**src/rtl/fast_square_sweep_ctrl_pkg.sv**
```systemverilog
// Shared types, widths and default settings-bus addresses for the square-sweep controller.
package fast_square_sweep_ctrl_pkg;

    localparam int unsigned ADDR_W = 7;
    localparam int unsigned DATA_W = 32;
    localparam int unsigned LEN_W  = 16;
    localparam int unsigned STEP_W = 12;

    localparam int unsigned DEF_RECLENADDR   = 3;
    localparam int unsigned DEF_GAPLENADDR   = 4;
    localparam int unsigned DEF_NUMSTEPSADDR = 5;
    localparam int unsigned DEF_CTRLADDR     = 6;

    typedef enum logic [2:0] {
        ST_IDLE,
        ST_LOAD,
        ST_GAP,
        ST_RECORD,
        ST_STEP
    } state_t;

    // Sweep settings captured at sweep start so bus writes cannot disturb a running sweep.
    typedef struct packed {
        logic [LEN_W-1:0]  rec_len;
        logic [LEN_W-1:0]  gap_len;
        logic [STEP_W-1:0] num_steps;
    } sweep_cfg_t;

    function automatic logic [LEN_W-1:0] at_least_one(input logic [LEN_W-1:0] v);
        return (v == '0) ? LEN_W'(1) : v;
    endfunction

endpackage

```
**src/rtl/setting_reg.sv**
```systemverilog
// Settings-bus register: captures the low WIDTH data bits on a write to MY_ADDR; not reset.
module setting_reg
    import fast_square_sweep_ctrl_pkg::*;
#(
    parameter int unsigned MY_ADDR = 0,
    parameter int unsigned WIDTH   = 16
) (
    input  logic              clock,
    input  logic              strobe,
    input  logic [ADDR_W-1:0] addr,
    input  logic [WIDTH-1:0]  data,
    output logic [WIDTH-1:0]  out
);

    always_ff @(posedge clock) begin
        if (strobe && (addr == ADDR_W'(MY_ADDR))) begin
            out <= data;
        end
    end

endmodule

```
**src/rtl/fast_square_sweep_ctrl.sv**
```systemverilog
// Square-wave frequency sweep sequencer: LOAD, then per step GAP -> RECORD -> STEP.
// Define SWEEP_LOOP_EN to restart the sweep continuously until abort or reset.
module fast_square_sweep_ctrl
    import fast_square_sweep_ctrl_pkg::*;
#(
    parameter int unsigned RECLENADDR   = DEF_RECLENADDR,
    parameter int unsigned GAPLENADDR   = DEF_GAPLENADDR,
    parameter int unsigned NUMSTEPSADDR = DEF_NUMSTEPSADDR,
    parameter int unsigned CTRLADDR     = DEF_CTRLADDR
) (
    input  logic              clock,
    input  logic              reset,
    input  logic              start,
    input  logic [ADDR_W-1:0] serial_addr,
    input  logic [DATA_W-1:0] serial_data,
    input  logic              serial_strobe,
    output logic              record,
    output logic              freq_step,
    output logic              sweep_restart,
    output logic              busy,
    output logic              done,
    output logic [STEP_W-1:0] step_index
);

    logic [LEN_W-1:0]  rec_len_reg;
    logic [LEN_W-1:0]  gap_len_reg;
    logic [STEP_W-1:0] num_steps_reg;

    setting_reg #(.MY_ADDR(RECLENADDR), .WIDTH(LEN_W)) u_rec_len (
        .clock  (clock),
        .strobe (serial_strobe),
        .addr   (serial_addr),
        .data   (serial_data[LEN_W-1:0]),
        .out    (rec_len_reg)
    );

    setting_reg #(.MY_ADDR(GAPLENADDR), .WIDTH(LEN_W)) u_gap_len (
        .clock  (clock),
        .strobe (serial_strobe),
        .addr   (serial_addr),
        .data   (serial_data[LEN_W-1:0]),
        .out    (gap_len_reg)
    );

    setting_reg #(.MY_ADDR(NUMSTEPSADDR), .WIDTH(STEP_W)) u_num_steps (
        .clock  (clock),
        .strobe (serial_strobe),
        .addr   (serial_addr),
        .data   (serial_data[STEP_W-1:0]),
        .out    (num_steps_reg)
    );

    wire unused_serial_hi = &{1'b0, serial_data[DATA_W-1:LEN_W]};

    state_t            state_q, state_d;
    sweep_cfg_t        cfg_q;
    logic [LEN_W-1:0]  cnt_q, cnt_d;
    logic [STEP_W-1:0] step_q, step_d;
    logic              latch_c;
    logic              ctrl_wr_c, start_req_c, abort_c;
    logic [STEP_W-1:0] last_idx_c;
    logic [LEN_W-1:0]  rec_load_c, gap_load_c;
    logic              record_d, freq_step_d, sweep_restart_d, busy_d, done_d;

    assign ctrl_wr_c   = serial_strobe && (serial_addr == ADDR_W'(CTRLADDR));
    assign start_req_c = start || (ctrl_wr_c && serial_data[0]);
    assign abort_c     = ctrl_wr_c && serial_data[1];
    assign last_idx_c  = (cfg_q.num_steps == '0) ? '0 : cfg_q.num_steps - STEP_W'(1);
    assign rec_load_c  = at_least_one(cfg_q.rec_len) - LEN_W'(1);
    assign gap_load_c  = cfg_q.gap_len - LEN_W'(1);
    assign step_index  = step_q;

    // Next state; every registered output is decoded from the next state.
    always_comb begin
        state_d = state_q;
        cnt_d   = cnt_q;
        step_d  = step_q;
        latch_c = 1'b0;

        case (state_q)
            ST_IDLE: begin
                if (start_req_c) begin
                    state_d = ST_LOAD;
                    latch_c = 1'b1;
                    step_d  = '0;
                end
            end
            ST_LOAD: begin
                if (cfg_q.gap_len != '0) begin
                    state_d = ST_GAP;
                    cnt_d   = gap_load_c;
                end else begin
                    state_d = ST_RECORD;
                    cnt_d   = rec_load_c;
                end
            end
            ST_GAP: begin
                if (cnt_q == '0) begin
                    state_d = ST_RECORD;
                    cnt_d   = rec_load_c;
                end else begin
                    cnt_d = cnt_q - LEN_W'(1);
                end
            end
            ST_RECORD: begin
                if (cnt_q == '0) begin
                    state_d = ST_STEP;
                end else begin
                    cnt_d = cnt_q - LEN_W'(1);
                end
            end
            ST_STEP: begin
                if (step_q == last_idx_c) begin
`ifdef SWEEP_LOOP_EN
                    state_d = ST_LOAD;
                    latch_c = 1'b1;
                    step_d  = '0;
`else
                    state_d = ST_IDLE;
`endif
                end else begin
                    step_d = step_q + STEP_W'(1);
                    if (cfg_q.gap_len != '0) begin
                        state_d = ST_GAP;
                        cnt_d   = gap_load_c;
                    end else begin
                        state_d = ST_RECORD;
                        cnt_d   = rec_load_c;
                    end
                end
            end
            default: state_d = ST_IDLE;
        endcase

        // Abort overrides everything, including a start in the same cycle.
        if (abort_c) begin
            state_d = ST_IDLE;
            latch_c = 1'b0;
            step_d  = step_q;
            cnt_d   = cnt_q;
        end

        record_d        = (state_d == ST_RECORD);
        freq_step_d     = (state_d == ST_STEP);
        sweep_restart_d = (state_d == ST_LOAD);
        busy_d          = (state_d != ST_IDLE);
        done_d          = (state_d == ST_STEP) && (step_d == last_idx_c);
    end

    always_ff @(posedge clock) begin
        if (reset) begin
            state_q       <= ST_IDLE;
            cfg_q         <= '0;
            cnt_q         <= '0;
            step_q        <= '0;
            record        <= 1'b0;
            freq_step     <= 1'b0;
            sweep_restart <= 1'b0;
            busy          <= 1'b0;
            done          <= 1'b0;
        end else begin
            state_q       <= state_d;
            cnt_q         <= cnt_d;
            step_q        <= step_d;
            record        <= record_d;
            freq_step     <= freq_step_d;
            sweep_restart <= sweep_restart_d;
            busy          <= busy_d;
            done          <= done_d;
            if (latch_c) begin
                cfg_q <= '{rec_len: rec_len_reg, gap_len: gap_len_reg, num_steps: num_steps_reg};
            end
        end
    end

endmodule

```
**config.mk**
```make
export PLATFORM = sky130hd
export DESIGN_NAME = fast_square_sweep_ctrl
export DESIGN_NICKNAME = d
export VERILOG_FILES = /design/src/rtl/fast_square_sweep_ctrl_pkg.sv /design/src/rtl/setting_reg.sv /design/src/rtl/fast_square_sweep_ctrl.sv
export SDC_FILE = /design/constraint.sdc
export NUM_CORES = 1
export LEC_CHECK = 0
export ABC_CLOCK_PERIOD_IN_PS = 7400
export CORE_ASPECT_RATIO = 0.9
export CORE_MARGIN = 1
export CORE_UTILIZATION = 41
export CTS_BUF_LIST = sky130_fd_sc_hd__clkbuf_4 sky130_fd_sc_hd__clkbuf_8 sky130_fd_sc_hd__clkbuf_16
export CTS_CLUSTER_DIAMETER = 120
export DETAILED_ROUTE_END_ITERATION = 7
export REMOVE_ABC_BUFFERS = 1
export SLEW_MARGIN = 40
export SYNTH_ARGS = -nofsm -noshare
export SYNTH_HDL_FRONTEND = slang
export SYNTH_SLANG_ARGS = --single-unit
```
**constraint.sdc**
```tcl
create_clock -name clock -period 7.4 [get_ports clock]
set_clock_uncertainty 0.2 [all_clocks]
set_input_delay 0.74 -clock clock [delete_from_list [all_inputs] [get_ports clock]]
set_output_delay 0.74 -clock clock [all_outputs]
set_load 0.01 [all_outputs]
```
After elaboration in Yosys (flattened, before gate mapping)

Index checks and enable logic that the tools add are counted.

Flip-flop bits (word level): 124
Bits in latches: 0
Memory bits (writable): 0
Bits in read-only memories: 0
Bits of input ports: 43
Output and inout port bits: 17
Logic and storage cells: 72
Memories kept: 0

Add/subtract/negate cells: 5
Multiply operators: 0
Divide/modulo/power cells: 0
Magnitude comparators: 0
Eq/ne operators: 15
Shift operators: 0
Muxes and demuxes: 21
Bitwise logic cells: 1
Reductions and logical operators: 16

Operator list:

| cell                    | count |
|---|---|
| $mux W16                | 5 |
| $pmux W16 S4            | 1 |
| $mux W12                | 4 |
| $sub A16 B1 Y16 const B | 3 |
| $logic_not A16 Y1       | 2 |
| $eq A12 B12 Y1          | 2 |
| $pmux W12 S2            | 1 |
| $eq A7 B3 Y1 const B    | 3 |
| $reduce_bool A16 Y1     | 1 |
| $mux W3                 | 5 |
| $pmux W3 S5             | 1 |
| $add A12 B1 Y12 const B | 1 |
| $logic_not A12 Y1       | 1 |
| $sub A12 B1 Y12 const B | 1 |
| $eq A3 B2 Y1 const B    | 3 |
| $eq A7 B2 Y1 const B    | 1 |
| $logic_and A1 B1 Y1     | 7 |
| $eq A3 B1 Y1 const B    | 2 |
| $eq A3 B3 Y1 const B    | 2 |
| $mux W1                 | 4 |
| $ne A2 B2 Y1 const B    | 2 |
| $reduce_and A4 Y1       | 1 |
| $reduce_bool A4 Y1      | 1 |
| $logic_not A3 Y1        | 1 |
| other kinds (3)         | 3 |

Longest topological paths before layout

Word-level depth: 9
Depth in mapped cells: 16
Depth with buffers taken out: 14

Hierarchy

Synthesis repeated with hierarchy kept, for this count alone.

Cell total of the unflattened synthesis: 745
Area total of the unflattened synthesis: 6563.8 um2

By module, submodules not included:

| module                     | instances | cells an instance | area an instance (um2) | sequential area each (um2) |
|---|---|---|---|---|
| fast_square_sweep_ctrl     | 1         | 692               | 5170.0                 | 1601.5 |
| setting_reg at u_rec_len   | 1         | 19                | 506.7                  | 480.5 |
| setting_reg at u_gap_len   | 1         | 19                | 503.0                  | 480.5 |
| setting_reg at u_num_steps | 1         | 15                | 384.1                  | 360.3 |

Worst setup path before layout

No wires, ideal clock.

Kind: input to register
Start point: input serial_addr[5]
End point: register done
Setup time: 0.060 ns
Data arrival time: 3.622 ns
Required time: 7.140 ns
Setup slack: 3.517 ns
Stages on the path: 12
Path buffers: 1
Path through: or4b_1 > or3b_2 > nor2_1 > and3_1 > clkbuf_1 > nor3_1 > nand2_1 > a22oi_1 > a21o_2 > a221o_1 > nor4b_1 > o221a_1

Longest elaborated chain between the ends: 9
Elaborated cells between the ends (all ways): 14
Those cells by class: eq/ne (3); mux (6); reduce/logical (5)

Ends and longest elaborated chain:

| what                                           | line                          | text |
|---|---|---|
| from (decl)                                    | fast_square_sweep_ctrl.sv:14  | `input logic [ADDR_W-1:0] serial_addr,` |
| $eq A7 B3 Y1 (*)                               | fast_square_sweep_ctrl.sv:65  | `assign ctrl_wr_c = serial_strobe && (serial_addr == ADDR_W'(CTRLADDR));` |
| $logic_and A1 B1 Y1 (*)                        | fast_square_sweep_ctrl.sv:65  |  |
| $logic_and A1 B1 Y1                            | fast_square_sweep_ctrl.sv:66  | `assign start_req_c = start \|\| (ctrl_wr_c && serial_data[0]);` |
| $logic_or A1 B1 Y1                             | fast_square_sweep_ctrl.sv:66  |  |
| $mux W12 or $mux W3 (tied branches)            | fast_square_sweep_ctrl.sv:82  | `if (start_req_c) begin` |
| $pmux W12 S2 or $pmux W3 S5 (tied branches)    | fast_square_sweep_ctrl.sv:80  | `case (state_q)` |
| $mux W12 or $mux W3 (tied branches)            | fast_square_sweep_ctrl.sv:136 | `if (abort_c) begin` |
| $eq A12 B12 Y1 or $eq A3 B3 Y1 (tied branches) | fast_square_sweep_ctrl.sv:147 | `done_d = (state_d == ST_STEP) && (step_d == last_idx_c);` |
| $logic_and A1 B1 Y1 (*)                        | fast_square_sweep_ctrl.sv:147 |  |
| to (signal assigned)                           | fast_square_sweep_ctrl.sv:169 | `done <= done_d;` |
| to (decl)                                      | fast_square_sweep_ctrl.sv:21  | `output logic done,` |

Every way passes the cells marked *; elsewhere a longest branch is shown, timed or not.
A chain may end at the register's enable or synchronous reset.

Worst setup path after layout

Ends and elaborated chain as after synthesis.

==> results summary <==
The run finished with clean final reports. The post-detailed-placement half-perimeter wirelength came out at 11900 um. In the synthesized netlist the dominant register cell turns out to be dfxtp_1.

STA classifies the critical path endpoint as a flip-flop. The instance count of the mapped netlist is approximately 740. After detailed routing, the average wire length per cell comes to 17.3 um. The clock network latency to the later pin of the worst-skew pair is 420 ps. A synthesized cell averages around 8.7 um^2.

The first global-routing pass estimated about 27000 um of wire. The starting utilization of the core area came out at 41.8%. The number of antenna-violating nets in the routed design came out at 0. The fraction of the core area covered by cells at the end of the flow came out at between 40% and 50%. The top-level I/O count came out at 60. The power per standard cell area is 276 nW/um^2. Counting flops and latches in the post-synthesis netlist gives 124. The number of distinct standard cells referenced by the synthesized netlist came out at 70.

Across the VDD grid, the largest voltage drop is between 0.0002 and 0.00025 V. The tightest min-delay check is of the flip-flop to flip-flop type. The die width came out at 134 um. The final clock period utilization by the worst path is between 60% and 70%.

In this run the clock root is driven by a clkbuf_16. Setup violations remaining at the end of the flow were counted as 0. The number of synthesized flops with an enable pin came out at 44. The post-cts hold buffer count came out at 0. The worst pin sits at a relative slew slack of a little under half. The total track usage is a little over a fifth. The cell area after synthesis is between 6000 and 7000 um^2. The number of global-route vias before repair came to about 5.1k. The tool flagged a number of max-cap violations equal to 0. Setup repair after global routing left no endpoint under its margin. The minimum setup slack in the final design is around 2600 ps. The aggregate routed wire length came out at 16900 um. The site row count came out at between 40 and 50. The area of the die is 16200 um^2.

The filler cell count came out at 1497. The clock tree synthesis step divided the H-tree into 4 levels. The congestion estimate from routability-driven global placement came to 0.886. The clock tree from TritonCTS is yes. By area the synthesized netlist is led by dfxtp_1 25%, edfxtp_1 21%, nand2_1 7.9%. At the pin with the least slew margin, the transition time is 774 ps.

The die is 121 um tall. The sum of negative setup slack came out at 0 ps. The number of antenna violations at the first check in global routing came out at 0.

The area added between synthesis and finish is 18.2%. The maximum clock frequency came out at 0.210 GHz. The family with the most delay on the worst path is simple AND/OR/NAND/NOR gates.

The type of element launching the critical path is a primary input. The worst path buffer plus inverter count came out at 2. The number of warning messages in the yosys log is 0. The sequential area share after synthesis is approximately 45%. The number of buffers added on ports came out at 43. The max-slew violation count came out at 0. In this run the post-CTS setup repair buffer count came out at 0. The net total in the final layout is ~800. The fraction of final layout cells with drive strength greater than 1 is 8.37%. For the worst setup path, the data required time is 7570 ps.

The number of design-rule violations left by the first detailed-router iteration is around 530. The first detailed-routing pass ran for 5 iterations. The per-cell via count in the routed design came out at between 5 and 6. The slowest stage cell on the critical path is nor4b_1. The most area-hungry cell type in the Yosys netlist is dfxtp_1. On the worst path, the slowest cell contributes a delay of 650 ps. The worst setup path is of the primary input to flip-flop kind.

The maximum fanout along the worst path is 10. The number of sinks driven by the clock tree came out at 124. For this block, the via count after detailed routing is 5605. Clock-pin slew was measured on the worst setup and hold paths at ~50 ps.

The total overflow left after global routing is 0. The hold violation total from the final report is 0. The residual DRC count is 0. The number of resized instances in the post-cts repair step is 0. Leaving out fill and tap cells, the most frequent cells in the layout are 135 x nand2_1, 80 x dfxtp_1, 70 x nor2_1. The fraction of synthesis flops using an asynchronous set or reset pin is 0%. The number of inserted diodes came out at 0. Before CTS, the worst setup slack after placement is between 2000 and 2500 ps. The total area inside the core boundary comes to 15400 um^2. The overall power consumption is 2.10 mW. The top cell type by area accounts for 24.9% of the synthesized area. The standby leakage power came out at 2.73 nW.

The library cell used most frequently in the layout, excluding fill and tap cells, is nand2_1. The worst path arrival time came out at 4940 ps. The largest net degree at the start of global routing came out at between 70 and 80. The clock period could shrink to ~4800 ps. Walking the worst path, the cells encountered are clkdlybuf4s50_1 -> or4b_1 -> or3b_2 -> nor2_1 -> and3_1 -> nor3_1 -> buf_4 -> nand2_1 -> a22oi_1 -> a21o_2 -> a221o_1 -> nor4b_1 -> o221a_1. The maximum clock path buffer count is 2. Counting the buffers created by CTS gives 17.
[cell usage after synthesis, drive strengths merged, types with 4 or more instances]
library cell	count
a21oi	61
clkbuf	32
a22oi	10
edfxtp	44
nand3	19
buf	8
a311oi	4
ha	6
nand4	5
nor2	73
nand2b	6
xnor2	20
o21a	7
or3	4
nor3	28
a211oi	15
nor4b	4
or4	15
nand2	135
and3	7
a31oi	5
o21ai	18
dfxtp	80
o211ai	5
nor4	20
inv	16
a222oi	9
nor2b	6
xor2	25
[power breakdown]
part / internal [mW] / total [mW] / leakage, nW / switching [mW]
Clock: 0.513 / 0.820 / 0.280 / 0.306
Sequential: 0.745 / 0.798 / 1.05 / 0.0535
Combinational: 0.194 / 0.485 / 1.40 / 0.292
Total: 1.45 / 2.10 / 2.73 / 0.651
[layer usage]
layer  part of all wire, %  track usage [%]  vias up
li1                      -                -     2752
met1                    50             32.0     2671
met2                    43             31.7      162
met3                   4.8             5.18       20
met4                   1.4             7.44        0
met5                     0                0        -
[worst paths after layout]
path	from	endpoint	slack, ps	cells past startpoint
worst max register to register	cfg_q[0]	done	2730	13
worst min register to register	cfg_q[28]	cfg_q[28]	280	2
worst max-delay path	serial_addr[5]	done	2630	13
worst min-delay path	cfg_q[28]	cfg_q[28]	280	2
[registers in the layout, indices dropped and copies added (netlist names)]
register,count
busy,1
cfg_q,44
cnt_q,16
done,1
freq_step,1
record,1
state_q,3
step_index,12
sweep_restart,1
u_gap_len.out,16
u_num_steps.out,12
u_rec_len.out,16
[stage by stage]
step / std cells / cell area [um^2] / hold WS, ps
2_1_floorplan: 696 / 6260 / 243
3_3_place_gp: 948 / 7010 / 266
3_5_place_dp: 948 / 7030 / 275
4_1_cts: 979 / 7610 / 283
5_1_grt: 979 / 7610 / 311
6_report: 979 / 7610 / 280
[layout make-up]
cell class,count,area (um^2),area share [%]
clock buffers,21,462,6.07
clock inverters,10,119,1.56
inverters,16,60.1,0.789
multi-input cells,556,3310,43.5
flip-flops and latches,124,2920,38.4
well taps,202,253,3.32
repair buffers,50,482,6.33
[cell families after synthesis]
kind of cell    count (synthesis)  share of synthesized area, %
mux                             5                         0.874
fa+ha+maj                       6                          1.17
compound gates                164                          17.8
xor+xnor                       45                          6.12
buf+inv                        56                          3.71
flops                         124                          45.4
simple gates                  336                          24.9
[worst reg2reg max path, stage by stage, from the launching register on]
cell and delay (ps):
dfxtp_1 390, inv_1 140, ha_1 220, or3b_1 540, or4_4 490, o31ai_2 260
nor3_1 110, and4_1 240, and3_4 260, o311a_1 400, o21a_1 210, a211oi_1 210
nor4b_1 660, o221a_1 290
(Power assumes the default switching activity.)
